[src/rtl/spi_master_arbiter.sv]
// spi_master_arbiter: two-client round-robin SPI master for a 16-bit
// posedge-only slave. Each frame issues PRE_CLKS preamble SCK cycles with
// CSbar high, then 17 SCK cycles with CSbar low (pad bit + 16 data bits).
module spi_master_arbiter #(
    parameter int unsigned CLK_DIV  = 4,
    parameter int unsigned PRE_CLKS = 2,
    parameter int unsigned GAP      = 8
) (
    input  logic        CLK_50,
    input  logic        RST,
    input  logic [1:0]  REQ,
    input  logic [15:0] TX_DATA0,
    input  logic [15:0] TX_DATA1,
    output logic [1:0]  GNT,
    output logic [1:0]  DONE,
    output logic [15:0] RX_DATA,
    output logic        BUSY,
    output logic        SCK,
    output logic        CSbar,
    output logic        MOSI,
    input  logic        MISO
);

    // At least one preamble cycle and one POST cycle (the DONE cycle) always exist.
    localparam int unsigned PRE_N = (PRE_CLKS > 0) ? PRE_CLKS : 1;
    localparam int unsigned GAP_N = (GAP > 0) ? GAP : 1;
    localparam int unsigned DW    = (CLK_DIV > 1) ? $clog2(CLK_DIV) : 1;
    localparam int unsigned PW    = (PRE_N > 1) ? $clog2(PRE_N) : 1;
    localparam int unsigned GW    = (GAP_N > 1) ? $clog2(GAP_N) : 1;

    localparam logic [DW-1:0] DIV_LAST = DW'(CLK_DIV - 1);
    localparam logic [PW-1:0] PRE_LAST = PW'(PRE_N - 1);
    localparam logic [GW-1:0] GAP_LAST = GW'(GAP_N - 1);

    typedef enum logic [1:0] {
        IDLE  = 2'd0,
        PRE   = 2'd1,
        SHIFT = 2'd2,
        POST  = 2'd3
    } state_t;

    state_t        r_state;
    state_t        w_state_nxt;

    logic [DW-1:0] r_div;
    logic [PW-1:0] r_pre;
    logic [4:0]    r_bit;
    logic [GW-1:0] r_gap;
    logic [16:0]   r_shift;
    logic [15:0]   r_rx;
    logic [15:0]   r_rx_data;
    logic [1:0]    r_gnt;
    logic [1:0]    r_done;
    logic          r_last;
    logic          r_sck;
    logic          r_csbar;
    logic          r_mosi;

    logic          w_tick;
    logic          w_rise;
    logic          w_fall;
    logic          w_pick;

    assign w_tick = (r_div == DIV_LAST);
    assign w_rise = w_tick & ~r_sck;
    assign w_fall = w_tick & r_sck;

    assign DONE    = r_done;
    assign RX_DATA = r_rx_data;
    assign SCK     = r_sck;
    assign CSbar   = r_csbar;
    assign MOSI    = r_mosi;

    // Arbitration pick, next-state decode and grant/busy outputs.
    always_comb begin
        w_state_nxt = r_state;
        w_pick      = 1'b0;
        GNT         = r_gnt;
        BUSY        = (r_state != IDLE);

        if (REQ == 2'b11) begin
            w_pick = ~r_last;
        end else begin
            w_pick = REQ[1];
        end

        case (r_state)
            IDLE: begin
                if (|REQ) begin
                    w_state_nxt = PRE;
                    // Grant is visible in the IDLE cycle that sees the request;
                    // RST gates it so a held request shows no grant during reset.
                    if (!RST) begin
                        GNT = w_pick ? 2'b10 : 2'b01;
                    end
                end
            end
            PRE: begin
                if (w_fall && (r_pre == PRE_LAST)) begin
                    w_state_nxt = SHIFT;
                end
            end
            SHIFT: begin
                if (w_fall && (r_bit == 5'd16)) begin
                    w_state_nxt = POST;
                end
            end
            POST: begin
                if (r_gap == GAP_LAST) begin
                    w_state_nxt = IDLE;
                end
            end
            default: w_state_nxt = IDLE;
        endcase
    end

    // State register.
    always_ff @(posedge CLK_50 or posedge RST) begin
        if (RST) begin
            r_state <= IDLE;
        end else begin
            r_state <= w_state_nxt;
        end
    end

    // SCK generation, shift/capture datapath, grant and done registers.
    always_ff @(posedge CLK_50 or posedge RST) begin
        if (RST) begin
            r_div     <= '0;
            r_pre     <= '0;
            r_bit     <= '0;
            r_gap     <= '0;
            r_shift   <= '0;
            r_rx      <= '0;
            r_rx_data <= '0;
            r_gnt     <= '0;
            r_done    <= '0;
            r_last    <= 1'b1;
            r_sck     <= 1'b0;
            r_csbar   <= 1'b1;
            r_mosi    <= 1'b0;
        end else begin
            r_done <= '0;
            case (r_state)
                IDLE: begin
                    r_div   <= '0;
                    r_pre   <= '0;
                    r_bit   <= '0;
                    r_gap   <= '0;
                    r_sck   <= 1'b0;
                    r_csbar <= 1'b1;
                    r_mosi  <= 1'b0;
                    if (|REQ) begin
                        r_last  <= w_pick;
                        r_gnt   <= w_pick ? 2'b10 : 2'b01;
                        r_shift <= {1'b0, (w_pick ? TX_DATA1 : TX_DATA0)};
                    end
                end
                PRE, SHIFT: begin
                    r_div <= w_tick ? '0 : r_div + 1'b1;
                    if (w_tick) begin
                        r_sck <= ~r_sck;
                    end
                    if (r_state == PRE) begin
                        if (w_fall) begin
                            r_pre <= r_pre + 1'b1;
                            if (r_pre == PRE_LAST) begin
                                r_csbar <= 1'b0;
                                r_mosi  <= r_shift[16];
                            end
                        end
                    end else begin
                        // Sample before rising edge 1 is stale and dropped.
                        if (w_rise && (r_bit != 5'd0)) begin
                            r_rx <= {r_rx[14:0], MISO};
                        end
                        if (w_fall) begin
                            if (r_bit == 5'd16) begin
                                r_csbar   <= 1'b1;
                                r_mosi    <= 1'b0;
                                r_done    <= r_gnt;
                                r_rx_data <= r_rx;
                                r_gap     <= '0;
                            end else begin
                                r_bit   <= r_bit + 5'd1;
                                r_shift <= {r_shift[15:0], 1'b0};
                                r_mosi  <= r_shift[15];
                            end
                        end
                    end
                end
                POST: begin
                    r_gnt <= '0;
                    r_gap <= r_gap + 1'b1;
                end
                default: begin
                    r_gnt <= '0;
                end
            endcase
        end
    end

endmodule

[config.mk]
export PLATFORM = sky130hd
export DESIGN_NAME = spi_master_arbiter
export DESIGN_NICKNAME = d
export VERILOG_FILES = /design/src/rtl/spi_master_arbiter.sv
export SDC_FILE = /design/constraint.sdc
export NUM_CORES = 1
export LEC_CHECK = 0
export ABC_AREA = 1
export BUFFER_PORTS_ARGS = -buffer_cell sky130_fd_sc_hd__buf_2
export CORE_MARGIN = 5
export CORE_UTILIZATION = 57
export CTS_CLUSTER_DIAMETER = 50
export DETAILED_ROUTE_END_ITERATION = 16
export PLACE_DENSITY_LB_ADDON = 0.1
export SYNTH_ARGS = -nofsm -noshare
export SYNTH_HDL_FRONTEND = slang
export SYNTH_SLANG_ARGS = --single-unit
[constraint.sdc]
create_clock -name CLK_50 -period 3.1 [get_ports CLK_50]
set_input_delay 0.155 -clock CLK_50 [delete_from_list [all_inputs] [get_ports CLK_50]]
set_output_delay 0.155 -clock CLK_50 [all_outputs]
set_load 0.01 [all_outputs]
After elaboration in Yosys (flattened, before gate mapping). Index checks and enable logic that the tools add are counted.

$add $sub $neg: 4. Equal/unequal tests: 19. Mux-type cells: 49. Bitwise gates (word level): 5. Reduce and logical (&&, ||, !) cells: 22.

Operators by type and width (number): 17-bit 2-to-1 mux (4); 17-bit case mux with 2 select lines (1); 2-bit 2-to-1 mux (14); 2-bit inequality test (second input constant) (10); 16-bit 2-to-1 mux (1); 4-bit AND reduction (4); 5-bit 2-to-1 mux (3); 1-bit 2-to-1 mux (14); 3-bit AND reduction (4); 5-bit case mux with 2 select lines (1); 3-bit 2-to-1 mux (3); 3-bit case mux with 3 select lines (1); 2-bit == test (second input constant) (4); 1-bit case mux with 2 select lines (4); 2-bit case mux with 2 select lines (2); 2-bit case mux with 4 select lines (1); 3-bit inequality test (second input constant) (2); 2-bit AND reduction (3); 2-bit nonzero test (3); 5-bit by 1-bit adder with 5-bit output (second input constant) (1); 5-bit == test (second input constant) (1); 5-bit AND reduction (1); 5-bit nonzero test (1); 2-bit OR reduction (2); other kinds (9) (14).

Bits in registers: 70. Input port bits: 37. Output and inout bits: 24. Logic and storage cells: 113.

Depth between registers and ports, before layout.
Depth in word-level cells: 6. Depth in mapped cells: 10. Depth with buffers taken out: 9.

Worst setup path before layout. OpenSTA, ideal clock, no wires.

Path type: register to register. Start point: register r_state[0]. End point: register r_shift[8]. Arrival time: 1539 ps. Setup slack: 1443 ps. Cell stages (with the launch flop): 11. Period minus slack after synthesis: 1657 ps. Cell sequence: dfrtp_1 inv_1 ha_1 buf_4 nand2_2 nand3_2 inv_1 nand3_4 buf_6 nand2_1 nand2_1.

Word-level cells in the longest chain between the ends: 4. Elaborated cells between the ends (all ways): 11.

Ends and longest elaborated chain: start: declaration (RTL line 42) `state_t r_state;`; start signal: assignment (RTL line 122) `r_state <= w_state_nxt;`; 2-bit by 1-bit == test with 1-bit output / 2-bit == test (equally long branches) (RTL line 144, 164); 2-bit OR reduction (RTL line 144) `case (r_state)`; 2-bit inequality test (no source line) / 2-bit nonzero test (equally long branches); 5-bit AND reduction (no source line); end signal: assignment (RTL line 156) `r_shift <= {1'b0, (w_pick ? TX_DATA1 : TX_DATA0)};`; end signal: assignment (RTL line 186) `r_shift <= {r_shift[15:0], 1'b0};`; end: declaration (RTL line 49) `logic [16:0] r_shift;`.

Parallel ways exist; a longest one is shown, timed or not. A chain may end at the register's enable or synchronous reset.

Worst setup path after layout.
Start point: register r_state[0]. End point: register r_rx[10].

Word-level cells in the longest chain between the ends: 3. Elaborated cells between the ends (all ways): 5.

Ends and longest elaborated chain: 2-bit by 1-bit == test with 1-bit output / 2-bit == test (equally long branches) (RTL line 144, 164); 2-bit OR reduction / 1-bit inverter (equally long branches); 3-bit AND reduction (no source line) (*); end signal: assignment (RTL line 175) `r_rx <= {r_rx[14:0], MISO};`; end: declaration (RTL line 50) `logic [15:0] r_rx;`.

Every way passes the cells marked *; elsewhere a longest branch is shown, timed or not.

==> flow_metrics.tcl <==
set metrics [dict create \
    crit_arrival_ns 2.60 \
    max-vdd-ir-drop_v 0.000391 \
    dr.pass1.iters 4 \
    cp_cell_sequence "inv_1 -> ha_1 -> nand3_1 -> nor2_1 -> nand2_1 -> o21ai_0" \
    slew-limit-headroom 0.426 \
    ant_nets 0 \
    path_depth 6 \
    post-route-min-period_ns 2.37 \
    syn_area_um2 3730 \
    track_usage 0.199 \
    wire_per_inst_um 12.6 \
    muxShareOfSynthArea 0 \
    synth_fa_ha_area_frac 0.0369 \
    maxSlewViolCount 0 \
    timing_hold_violations_final 0 \
    post-route-drc-count 0 \
    fin_crit_sh 0.765 \
    reg2reg_depth 6 \
    synth.avg_cell_area_um2 8.02 \
    swShare 0.416 \
    die_height_um 90.9 \
    pin_count 61 \
    cts.sinks 70 \
    path_buf_inv 1 \
    synth_nets 513 \
    antenna_found_initial 0 \
    crit_slowest_cell "ha_1" \
    hold_path_depth 3 \
    clock_latency_ns 0.34 \
    hp-class "input port to register" \
    grt_pass1_wl_um 13700 \
    wl_um 7590 \
    grt_max_degree 39 \
    core_area_um2 6350 \
    tns_ns 0 \
    via_per_inst 5.13 \
    die_x_um 90.9 \
    synth_cell_types 30 \
    critPathLaunchType "register" \
    synth-seq-cells 70 \
    gp_congestion 0.798 \
    cts_buffers 9 \
    fin_nets 570 \
    cts_tree "yes" \
    drive_gt1_frac 0.224 \
    fill_cells 542 \
    rsz0062_at_grt "false" \
    run_status "finished clean" \
    tightestPinTransition_ns 0.859 \
    grt-ovfl-total 0 \
    power_frac_clock 0.236 \
    cp.required_ns 3.33 \
    cts_max_level 3 \
    num_rows 29 \
    synth_top_family_by_area "simple AND/OR/NAND/NOR gates" \
    switching_power_w 0.00159 \
    cp_max_fo 32 \
    p_comb_frac 0.429 \
    clkTransAtPathRegs_ns 0.07 \
    num_antenna_cells 0 \
    post-cts-setup-buffer-count 0 \
    ys_seq_area_frac 0.470 \
    max_stage_delay_ns 0.53 \
    powerDensity_nw_per_um2 895 \
    p_leak_nw 2.36 \
    intPower_w 0.00224 \
    hpwl_um 5180 \
    path_class "register to register" \
    ys_warn_count 0 \
    cp-end-kind "register" \
    vias 3098 \
    fin_worst_skew_ns 0.00424 \
    cts-root-buf "clkbuf_8" \
    synth_compound_area_frac 0.0885 \
    dp.cells 587 \
    cts.path.max_buffers 2 \
    netlist_instances 465 \
    setup_viol 0 \
    yosys.area_share.xor_xnor 0.00235 \
    path_delay_family "simple AND/OR/NAND/NOR gates" \
    grt_pass1_vias 3025 \
    drt-initial-drc-count 185 \
    synthSimpleGateAreaFrac 0.300 \
    start_util 0.588 \
    die_area_um2 8260 \
    fmax_mhz 422 \
    r2r_slack_ns 0.73 \
    numPortBuffers 60 \
    fin_cells 604 \
    syn2layout_area_growth_pct 14.6 \
    final_util 0.673 \
    maxCapViolations 0 \
    p_seq_frac 0.335 \
]
## state kept, by name, indices dropped and copies added, names as in the netlist, 2 cells and up
signal   cells
DONE         2
RX_DATA     16
r_bit        5
r_div        2
r_gap        3
r_gnt        2
r_rx        16
r_shift     17
r_state      2
## Yosys cell counts, drive strengths merged
master | count | area share
a21oi | 4 | 0.0054
buf | 16 | 0.034
clkbuf | 2 | 0.0023
dfrtp | 68 | 0.46
dfstp | 2 | 0.014
ha | 11 | 0.037
inv | 65 | 0.066
nand2 | 159 | 0.17
nand3 | 67 | 0.098
nand3b | 1 | 0.0020
nand4 | 2 | 0.0034
nor2 | 15 | 0.025
o21ai | 48 | 0.079
o22ai | 1 | 0.0017
o31ai | 1 | 0.0020
or2 | 2 | 0.0034
xor2 | 1 | 0.0023
## what timing repair did
item                      4_1_cts  5_1_grt
gates resized for setup         0        0
hold buffers                    1        0
hold endpoints to repair       27        0
## metrics by stage
stage	hold WS [ns]	worst slack [ns]	area, um2	power, W
3_3_place_gp	0.365	0.943	4020	0.00289
2_1_floorplan	0.314	1.18	3730	0.00262
5_1_grt	0.0658	0.353	4270	0.00417
6_report	0.0709	0.728	4270	0.00383
4_1_cts	0.0620	0.726	4270	0.00384
3_5_place_dp	0.372	0.732	4020	0.00293
## cell families (layout without fill, tap and decap cells)
kind of cell	after synthesis	count (layout)
simple gates	246	246
flops	70	70
compound gates	54	54
fa+ha+maj	11	11
xor+xnor	1	1
buf+inv	83	145
## worst register-to-register path, stage by stage, from the launching register on
cell and delay (ns):
dfrtp_1 0.45, inv_1 0.09, ha_1 0.53, nand3_1 0.15, nor2_1 0.10, nand2_1 0.50, o21ai_0 0.44
## placed cells by master, fill, tap and decap left out, types with 2 or more instances in the layout
| cell | count |
|---|---|
| inv_1 | 63 |
| o21ai_0 | 32 |
| nand2_2 | 9 |
| buf_4 | 3 |
| ha_1 | 11 |
| clkbuf_8 | 10 |
| nand3_4 | 2 |
| dfrtp_1 | 68 |
| nand2_1 | 149 |
| or2_2 | 2 |
| nor2_1 | 9 |
| nor2_2 | 3 |
| nor2_4 | 2 |
| nand4_1 | 2 |
| bufinv_16 | 3 |
| buf_2 | 60 |
| o21ai_2 | 15 |
| dfstp_2 | 2 |
| a21oi_1 | 4 |
| nand3_1 | 64 |
## final cells by class
class	count	area, um2	share of cell area
Clock buffer	11	141	0.0331
Clock inverter	5	106	0.0249
Inverter	65	246	0.0577
Multi-Input combinational cell	312	1600	0.374
Sequential cell	70	1750	0.410
Tap cell	77	96.3	0.0225
Timing Repair Buffer	64	333	0.0779
## power by group through the flow
| stage | registers (W) | logic, W | clock network, W |
|---|---|---|---|
| 6_report | 0.00128 | 0.00164 | 0.000902 |
| 5_1_grt | 0.00131 | 0.00190 | 0.000964 |
| 4_1_cts | 0.00128 | 0.00165 | 0.000919 |
| 3_5_place_dp | 0.00129 | 0.00164 | 0 |
| 3_3_place_gp | 0.00128 | 0.00160 | 0 |
| 2_1_floorplan | 0.00127 | 0.00135 | 0 |
## final timing paths
| path | startpoint | endpoint |
|---|---|---|
| setup / recovery | r_state[0]$_DFFE_PP0P_ | r_rx[10]$_DFFE_PP0P_ |
| hold / removal | MISO | r_rx[0]$_DFFE_PP0P_ |
| setup reg to reg | r_state[0]$_DFFE_PP0P_ | r_rx[10]$_DFFE_PP0P_ |
| hold reg to reg | RX_DATA[4]$_DFFE_PP0P_ | RX_DATA[4]$_DFFE_PP0P_ |
| max in group asynchronous | RST | r_bit[4]$_DFFE_PP0P_ |
| min in group asynchronous | RST | RX_DATA[4]$_DFFE_PP0P_ |
## layer usage
| metal | track usage | up-vias | share of wire |
|---|---|---|---|
| met2 | 0.335 | 72 | 0.48 |
| met5 | 0 | - | 0 |
| met4 | 0.0599 | 0 | 0.013 |
| met1 | 0.256 | 1445 | 0.45 |
| li1 | - | 1572 | - |
| met3 | 0.0475 | 9 | 0.059 |
Power figures use the tool's default switching activity.
